===== config.mk =====
export PLATFORM = sky130hd
export DESIGN_NAME = fir_xifu_wb_ctrl_flat
export DESIGN_NICKNAME = d
export VERILOG_FILES = /design/src/rtl/fir_xifu_wb_ctrl_if.sv /design/src/rtl/fir_xifu_wb_ctrl.sv /design/src/flat_wrapper.sv
export SDC_FILE = /design/constraint.sdc
export NUM_CORES = 1
export LEC_CHECK = 0
export CELL_PAD_IN_SITES_DETAIL_PLACEMENT = 0
export CELL_PAD_IN_SITES_GLOBAL_PLACEMENT = 1
export CORE_MARGIN = 5
export CORE_UTILIZATION = 43
export DETAILED_ROUTE_END_ITERATION = 12
export GPL_ROUTABILITY_DRIVEN = 0
export HOLD_SLACK_MARGIN = 0.05
export PLACE_DENSITY = 0.82
export SETUP_SLACK_MARGIN = 0.05
export SYNTH_ARGS = -nofsm -noshare
export SYNTH_HDL_FRONTEND = slang
export SYNTH_SLANG_ARGS = --single-unit
export TNS_END_PERCENT = 30

===== constraint.sdc =====
create_clock -name clk_i -period 3.8 [get_ports clk_i]
set_clock_uncertainty 0.1 [all_clocks]
set_input_delay 0.57 -clock clk_i [delete_from_list [all_inputs] [get_ports clk_i]]
set_output_delay 0.57 -clock clk_i [all_outputs]
set_load 0.02 [all_outputs]

===== src/rtl/fir_xifu_wb_ctrl_if.sv =====
// EX / memory-result / XIF-result / FIR-regfile signal bundle for the FIR XIFU writeback controller.
// master = surrounding pipeline, slave = fir_xifu_wb_ctrl.
interface fir_xifu_wb_ctrl_if #(
    parameter int DEPTH = 4,
    parameter int ID_W  = 4,
    parameter int RD_W  = 2
);
    logic            ex_valid_i;
    logic            ex_ready_o;
    logic [1:0]      ex_instr_i;
    logic [ID_W-1:0] ex_id_i;
    logic [RD_W-1:0] ex_rd_i;
    logic [4:0]      ex_rs1_i;
    logic [31:0]     ex_result_i;

    logic            mem_result_valid_i;
    logic [ID_W-1:0] mem_result_id_i;
    logic [31:0]     mem_result_rdata_i;

    logic            result_valid_o;
    logic            result_ready_i;
    logic [ID_W-1:0] result_id_o;
    logic [31:0]     result_data_o;
    logic [4:0]      result_rd_o;
    logic            result_we_o;

    logic            rf_we_o;
    logic [RD_W-1:0] rf_waddr_o;
    logic [31:0]     rf_wdata_o;

    modport master (
        output ex_valid_i, ex_instr_i, ex_id_i, ex_rd_i, ex_rs1_i, ex_result_i,
        output mem_result_valid_i, mem_result_id_i, mem_result_rdata_i,
        output result_ready_i,
        input  ex_ready_o, result_valid_o, result_id_o, result_data_o, result_rd_o, result_we_o,
        input  rf_we_o, rf_waddr_o, rf_wdata_o
    );

    modport slave (
        input  ex_valid_i, ex_instr_i, ex_id_i, ex_rd_i, ex_rs1_i, ex_result_i,
        input  mem_result_valid_i, mem_result_id_i, mem_result_rdata_i,
        input  result_ready_i,
        output ex_ready_o, result_valid_o, result_id_o, result_data_o, result_rd_o, result_we_o,
        output rf_we_o, rf_waddr_o, rf_wdata_o
    );
endinterface


===== src/rtl/fir_xifu_wb_ctrl.sv =====
// In-order writeback scheduler for the FIR XIFU: FIFO of issued entries, head FSM, regfile port and XIF result.
// Optional macro FIR_XIFU_WB_BYPASS_EN: a matching mem result with result_ready_i=1 is returned in the same cycle.
module fir_xifu_wb_ctrl #(
    parameter int DEPTH = 4,
    parameter int ID_W  = 4,
    parameter int RD_W  = 2
) (
    input  logic                   clk_i,
    input  logic                   rst_i,
    fir_xifu_wb_ctrl_if.slave      bus,
    output logic [$clog2(DEPTH):0] count_o,
    output logic                   err_o
);
    localparam int PTR_W = $clog2(DEPTH);

    localparam logic [1:0] I_DOTP = 2'd0;
    localparam logic [1:0] I_LW   = 2'd1;
    localparam logic [1:0] I_SW   = 2'd2;
    localparam logic [1:0] I_NONE = 2'd3;

    typedef struct packed {
        logic [1:0]      instr;
        logic [ID_W-1:0] id;
        logic [RD_W-1:0] rd;
        logic [4:0]      rs1;
        logic [31:0]     result;
    } entry_t;

    typedef enum logic [1:0] {IDLE, WAIT_MEM, RESULT} state_e;

    entry_t          fifo_q [DEPTH];
    logic [PTR_W-1:0] wr_ptr_q, rd_ptr_q;
    logic [PTR_W:0]  count_q;
    state_e          state_q;
    logic            err_q;

    logic            res_valid_q;
    logic [ID_W-1:0] res_id_q;
    logic [31:0]     res_data_q;
    logic [4:0]      res_rd_q;

    entry_t head;
    logic   not_empty, ex_ready, push, pop;
    logic   mem_match, dotp_wr, lw_wr, rf_we, bypass;

    assign head      = fifo_q[rd_ptr_q];
    assign not_empty = (count_q != '0);
    assign ex_ready  = (count_q < (PTR_W+1)'(DEPTH));
    assign push      = bus.ex_valid_i && ex_ready;

    assign mem_match = bus.mem_result_valid_i && (state_q == WAIT_MEM) &&
                       (bus.mem_result_id_i == head.id);
    assign dotp_wr   = (state_q == IDLE) && not_empty && (head.instr == I_DOTP);
    assign lw_wr     = mem_match && (head.instr == I_LW);
    assign rf_we     = dotp_wr || lw_wr;

`ifdef FIR_XIFU_WB_BYPASS_EN
    assign bypass = mem_match && bus.result_ready_i;
`else
    assign bypass = 1'b0;
`endif

    // DOTP and NONE leave after exactly one cycle at head; memory ops leave on result handshake.
    assign pop = ((state_q == IDLE) && not_empty && ((head.instr == I_DOTP) || (head.instr == I_NONE))) ||
                 bypass || (res_valid_q && bus.result_ready_i);

    assign bus.ex_ready_o     = ex_ready;
    assign bus.rf_we_o        = rf_we;
    assign bus.rf_waddr_o     = rf_we ? head.rd : '0;
    assign bus.rf_wdata_o     = dotp_wr ? head.result : (lw_wr ? bus.mem_result_rdata_i : '0);

    assign bus.result_valid_o = res_valid_q || bypass;
    assign bus.result_id_o    = bypass ? head.id     : res_id_q;
    assign bus.result_data_o  = bypass ? head.result : res_data_q;
    assign bus.result_rd_o    = bypass ? head.rs1    : res_rd_q;
    assign bus.result_we_o    = res_valid_q || bypass;

    assign count_o = count_q;
    assign err_o   = err_q;

    always_ff @(posedge clk_i) begin
        if (rst_i) begin
            wr_ptr_q    <= '0;
            rd_ptr_q    <= '0;
            count_q     <= '0;
            state_q     <= IDLE;
            err_q       <= 1'b0;
            res_valid_q <= 1'b0;
            res_id_q    <= '0;
            res_data_q  <= '0;
            res_rd_q    <= '0;
        end else begin
            if (push) begin
                fifo_q[wr_ptr_q] <= '{instr: bus.ex_instr_i, id: bus.ex_id_i, rd: bus.ex_rd_i,
                                      rs1: bus.ex_rs1_i, result: bus.ex_result_i};
                wr_ptr_q <= wr_ptr_q + 1'b1;
            end
            if (pop)
                rd_ptr_q <= rd_ptr_q + 1'b1;
            if (push && !pop)
                count_q <= count_q + 1'b1;
            else if (pop && !push)
                count_q <= count_q - 1'b1;

            // Stray or mismatched strobes are flagged and otherwise ignored.
            if (bus.mem_result_valid_i && !mem_match)
                err_q <= 1'b1;

            case (state_q)
                IDLE: begin
                    if (not_empty && ((head.instr == I_LW) || (head.instr == I_SW)))
                        state_q <= WAIT_MEM;
                end
                WAIT_MEM: begin
                    if (bypass) begin
                        state_q <= IDLE;
                    end else if (mem_match) begin
                        state_q     <= RESULT;
                        res_valid_q <= 1'b1;
                        res_id_q    <= head.id;
                        res_data_q  <= head.result;
                        res_rd_q    <= head.rs1;
                    end
                end
                RESULT: begin
                    if (bus.result_ready_i) begin
                        state_q     <= IDLE;
                        res_valid_q <= 1'b0;
                    end
                end
                default: state_q <= IDLE;
            endcase
        end
    end
endmodule


===== src/flat_wrapper.sv =====
// flat-port wrapper written by rule: the top's interface ports become plain ports
module fir_xifu_wb_ctrl_flat 
#(
    parameter int DEPTH = 4,
    parameter int ID_W  = 4,
    parameter int RD_W  = 2
)
  (clk_i, rst_i, count_o, err_o, bus_ex_valid_i, bus_ex_instr_i, bus_ex_id_i, bus_ex_rd_i, bus_ex_rs1_i, bus_ex_result_i, bus_mem_result_valid_i, bus_mem_result_id_i, bus_mem_result_rdata_i, bus_result_ready_i, bus_ex_ready_o, bus_result_valid_o, bus_result_id_o, bus_result_data_o, bus_result_rd_o, bus_result_we_o, bus_rf_we_o, bus_rf_waddr_o, bus_rf_wdata_o);
  fir_xifu_wb_ctrl_if #(.DEPTH(DEPTH), .ID_W(ID_W), .RD_W(RD_W)) bus_i ();
  input  logic clk_i;
  input  logic rst_i;
  output logic [$clog2(DEPTH):0] count_o;
  output logic err_o;
  input wire logic [$bits(bus_i.ex_valid_i)-1:0] bus_ex_valid_i;
  input wire logic [$bits(bus_i.ex_instr_i)-1:0] bus_ex_instr_i;
  input wire logic [$bits(bus_i.ex_id_i)-1:0] bus_ex_id_i;
  input wire logic [$bits(bus_i.ex_rd_i)-1:0] bus_ex_rd_i;
  input wire logic [$bits(bus_i.ex_rs1_i)-1:0] bus_ex_rs1_i;
  input wire logic [$bits(bus_i.ex_result_i)-1:0] bus_ex_result_i;
  input wire logic [$bits(bus_i.mem_result_valid_i)-1:0] bus_mem_result_valid_i;
  input wire logic [$bits(bus_i.mem_result_id_i)-1:0] bus_mem_result_id_i;
  input wire logic [$bits(bus_i.mem_result_rdata_i)-1:0] bus_mem_result_rdata_i;
  input wire logic [$bits(bus_i.result_ready_i)-1:0] bus_result_ready_i;
  output wire logic [$bits(bus_i.ex_ready_o)-1:0] bus_ex_ready_o;
  output wire logic [$bits(bus_i.result_valid_o)-1:0] bus_result_valid_o;
  output wire logic [$bits(bus_i.result_id_o)-1:0] bus_result_id_o;
  output wire logic [$bits(bus_i.result_data_o)-1:0] bus_result_data_o;
  output wire logic [$bits(bus_i.result_rd_o)-1:0] bus_result_rd_o;
  output wire logic [$bits(bus_i.result_we_o)-1:0] bus_result_we_o;
  output wire logic [$bits(bus_i.rf_we_o)-1:0] bus_rf_we_o;
  output wire logic [$bits(bus_i.rf_waddr_o)-1:0] bus_rf_waddr_o;
  output wire logic [$bits(bus_i.rf_wdata_o)-1:0] bus_rf_wdata_o;
  assign bus_i.ex_valid_i = bus_ex_valid_i;
  assign bus_i.ex_instr_i = bus_ex_instr_i;
  assign bus_i.ex_id_i = bus_ex_id_i;
  assign bus_i.ex_rd_i = bus_ex_rd_i;
  assign bus_i.ex_rs1_i = bus_ex_rs1_i;
  assign bus_i.ex_result_i = bus_ex_result_i;
  assign bus_i.mem_result_valid_i = bus_mem_result_valid_i;
  assign bus_i.mem_result_id_i = bus_mem_result_id_i;
  assign bus_i.mem_result_rdata_i = bus_mem_result_rdata_i;
  assign bus_i.result_ready_i = bus_result_ready_i;
  assign bus_ex_ready_o = bus_i.ex_ready_o;
  assign bus_result_valid_o = bus_i.result_valid_o;
  assign bus_result_id_o = bus_i.result_id_o;
  assign bus_result_data_o = bus_i.result_data_o;
  assign bus_result_rd_o = bus_i.result_rd_o;
  assign bus_result_we_o = bus_i.result_we_o;
  assign bus_rf_we_o = bus_i.rf_we_o;
  assign bus_rf_waddr_o = bus_i.rf_waddr_o;
  assign bus_rf_wdata_o = bus_i.rf_wdata_o;
  fir_xifu_wb_ctrl #(.DEPTH(DEPTH), .ID_W(ID_W), .RD_W(RD_W)) u_core (.clk_i(clk_i), .rst_i(rst_i), .bus(bus_i), .count_o(count_o), .err_o(err_o));
endmodule

==> flow_metrics.tcl <==
set metrics [dict create \
    initial_core_util 0.434 \
    post-route-util 0.568 \
    fin_crit_sh 0.958 \
    io_buffer_count 168 \
    wl_per_cell_um 22.2 \
    wirelength_mm 22.4 \
    die_h_um 155 \
    hold_ws_ns 0.372 \
    pwr-share-clk 0.316 \
    min_period_ns 3.64 \
    syn_nets 641 \
    worst-path-max-fanout 20 \
    cell_internal_pwr_mw 4.95 \
    outcome "finished, final reports clean" \
    seq_power_share 0.429 \
    syn_inst 547 \
    num_vias 5603 \
    viasPerCell 5.55 \
    syn2layout_area_growth_pct 30.7 \
    worstPathRequired_ns 3.13 \
    clk_pin_slew_ns 0.06 \
    seq_area_frac_synth 0.715 \
    worst_slew_pin_slew_ns 0.901 \
    multiInputGateArea_um2 2390 \
    gr-total-overflow 0 \
    relSlewSlack 0.399 \
    p_per_area_nw_per_um2 589 \
    layout_common_cells "edfxtp_1, clkdlybuf4s50_1, dfxtp_1" \
    synth_top_area_frac 0.596 \
    route.detailed.drc 0 \
    grtUsageTotal 0.184 \
    p_sw_mw 2.04 \
    rsz0062_at_grt "no" \
    rows 53 \
    drtIter0Drc 407 \
    end_kind "output port" \
    cts_buffer_depth 3 \
    yosys-top-cells-area "edfxtp_1, dfxtp_1, mux4_2" \
    switching_share 0.292 \
    peakVddDrop_uv 309 \
    path_class "flop to output port" \
    tns_ns 0 \
    dr.pass1.iters 4 \
    n_antenna_cell 0 \
    cts_buffers 24 \
    regArea_um2 6490 \
    combPwrFrac 0.255 \
    pin_count 169 \
    yosys_warnings 0 \
    antenna_found_initial 0 \
    mostFrequentLayoutCell "edfxtp_1" \
    netlist_area_um2 9070 \
    fp.dieW_um 155 \
    cts_tree "done" \
    dieArea_um2 24100 \
    avgSynthCellArea_um2 16.6 \
    leakagePower_nw 3.98 \
    drive_gt1_frac 0.165 \
    finalSetupViolCount 0 \
    grt_max_degree 54 \
    coreArea_um2 20900 \
    ys_types 31 \
    clock.fmax_mhz 275 \
    nNetsFinal 811 \
    drv_cap 0 \
    fill_cells 1636 \
    hold_path_class "flop to flop" \
    h-tree-depth 1 \
    cts-root-buf "clkbuf_16" \
    grt_pass1_wl_mm 34.3 \
    final-hold-violation-count 0 \
    clock_latency_ns 0.53 \
    hpwl_mm 14.8 \
    synth_area_leader_cell "edfxtp_1" \
    ant_nets 0 \
    critPathLaunchType "flop" \
    grt_pass1_vias 5780 \
    cts.sinks 234 \
    ys_ff_latch 234 \
    crit_arrival_ns 2.97 \
    drv_slew 0 \
]
==> kinds of logic after synthesis <==
family	Yosys count	share of synthesized area
xor+xnor	9	0.00869
compound gates	126	0.0837
mux	46	0.113
simple gates	73	0.0410
fa+ha+maj	8	0.0119
buf+inv	51	0.0273
flops	234	0.715
==> final timing paths <==
path	slack (ns)	cells past startpoint	end	start
setup / recovery	0.16	7	bus_rf_wdata_o[18]	flop
hold / removal	0.37	2	u_core.err_o	u_core.err_o
hold reg to reg	0.37	2	u_core.err_o	u_core.err_o
setup reg to reg	0.54	12	u_core.count_o[2]	flop
==> what timing repair did <==
action	CTS	global route
resized for setup	38	6
endpoints found under the hold margin	0	0
pin swaps	1	0
setup endpoints to repair	35	29
cloned	0	0
hold buffers	0	0
setup buffers	0	0
==> metal layers <==
metal	wire [µm]	vias to the layer above	GRT usage
met1	9150	2860	0.252
met5	0	-	0
met4	607	0	0.0571
met2	11200	204	0.302
li1	-	2496	-
met3	1420	43	0.0325
==> final cells by class <==
class | instances | share of cell area
clock buffer | 30 | 0.0551
clock inverter | 13 | 0.00823
inverter | 8 | 0.00253
multi-input combinational | 262 | 0.202
sequential | 234 | 0.547
tap | 275 | 0.0290
timing repair buffer | 187 | 0.156
==> cells in the mapped netlist <==
cell,number
a22o_1,32
nor3_1,2
mux2i_1,1
or2_1,1
dfxtp_1,54
inv_1,8
buf_1,3
or3b_2,1
mux4_2,45
nor2_1,8
clkbuf_1,22
nand3_1,43
buf_6,5
nand2_1,5
clkbuf_2,1
edfxtp_1,180
nor2b_1,3
buf_2,11
a21oi_1,47
or3_1,1
o21ai_0,44
xor2_1,3
ha_1,7
buf_4,1
o41ai_1,1
nand3b_1,1
xnor2_1,6
and2_1,5
fa_1,1
o21a_1,2
and3_1,3
==> per-stage QoR <==
step,cells,setup WS [ns],area (µm²),total power [mW]
after global routing,1009,0.0568,11900,7.30
after global placement,966,0.293,11100,4.84
final,1009,0.158,11900,6.99
after floorplan,547,0.532,9070,4.18
after detailed placement,966,0.231,11100,4.88
after CTS,1009,0.0895,11800,7.03
==> registers in the layout, indices dropped and copies added (netlist names), named ones only <==
register                   count
u_core.count_o                 3
u_core.wr_ptr_q                2
u_core.state_q                 2
u_core.err_o                   1
u_core.rd_ptr_q                2
u_core.bus.result_id_o         4
u_core.bus.result_valid_o      1
u_core.bus.result_rd_o         5
u_core.fifo_q                180
u_core.bus.result_data_o      32
==> critical path: stages (launching register included) <==
cell and delay, ns:
dfxtp_4 0.42, mux4_2 0.58, xnor2_2 0.19, and3_2 0.24, and3_4 0.30, buf_12 0.19, a22o_1 0.17, dlygate4sd2_1 0.34
==> power groups by stage <==
| stage | sequential, mW | combinational (mW) | clock (mW) |
|---|---|---|---|
| final | 3.00 | 1.78 | 2.21 |
| after global routing | 3.01 | 1.92 | 2.36 |
| after CTS | 3.00 | 1.78 | 2.25 |
| after detailed placement | 3.05 | 1.83 | 0 |
| after global placement | 3.04 | 1.80 | 0 |
| after floorplan | 3.05 | 1.13 | 0 |
Power figures use the tool's default switching activity.
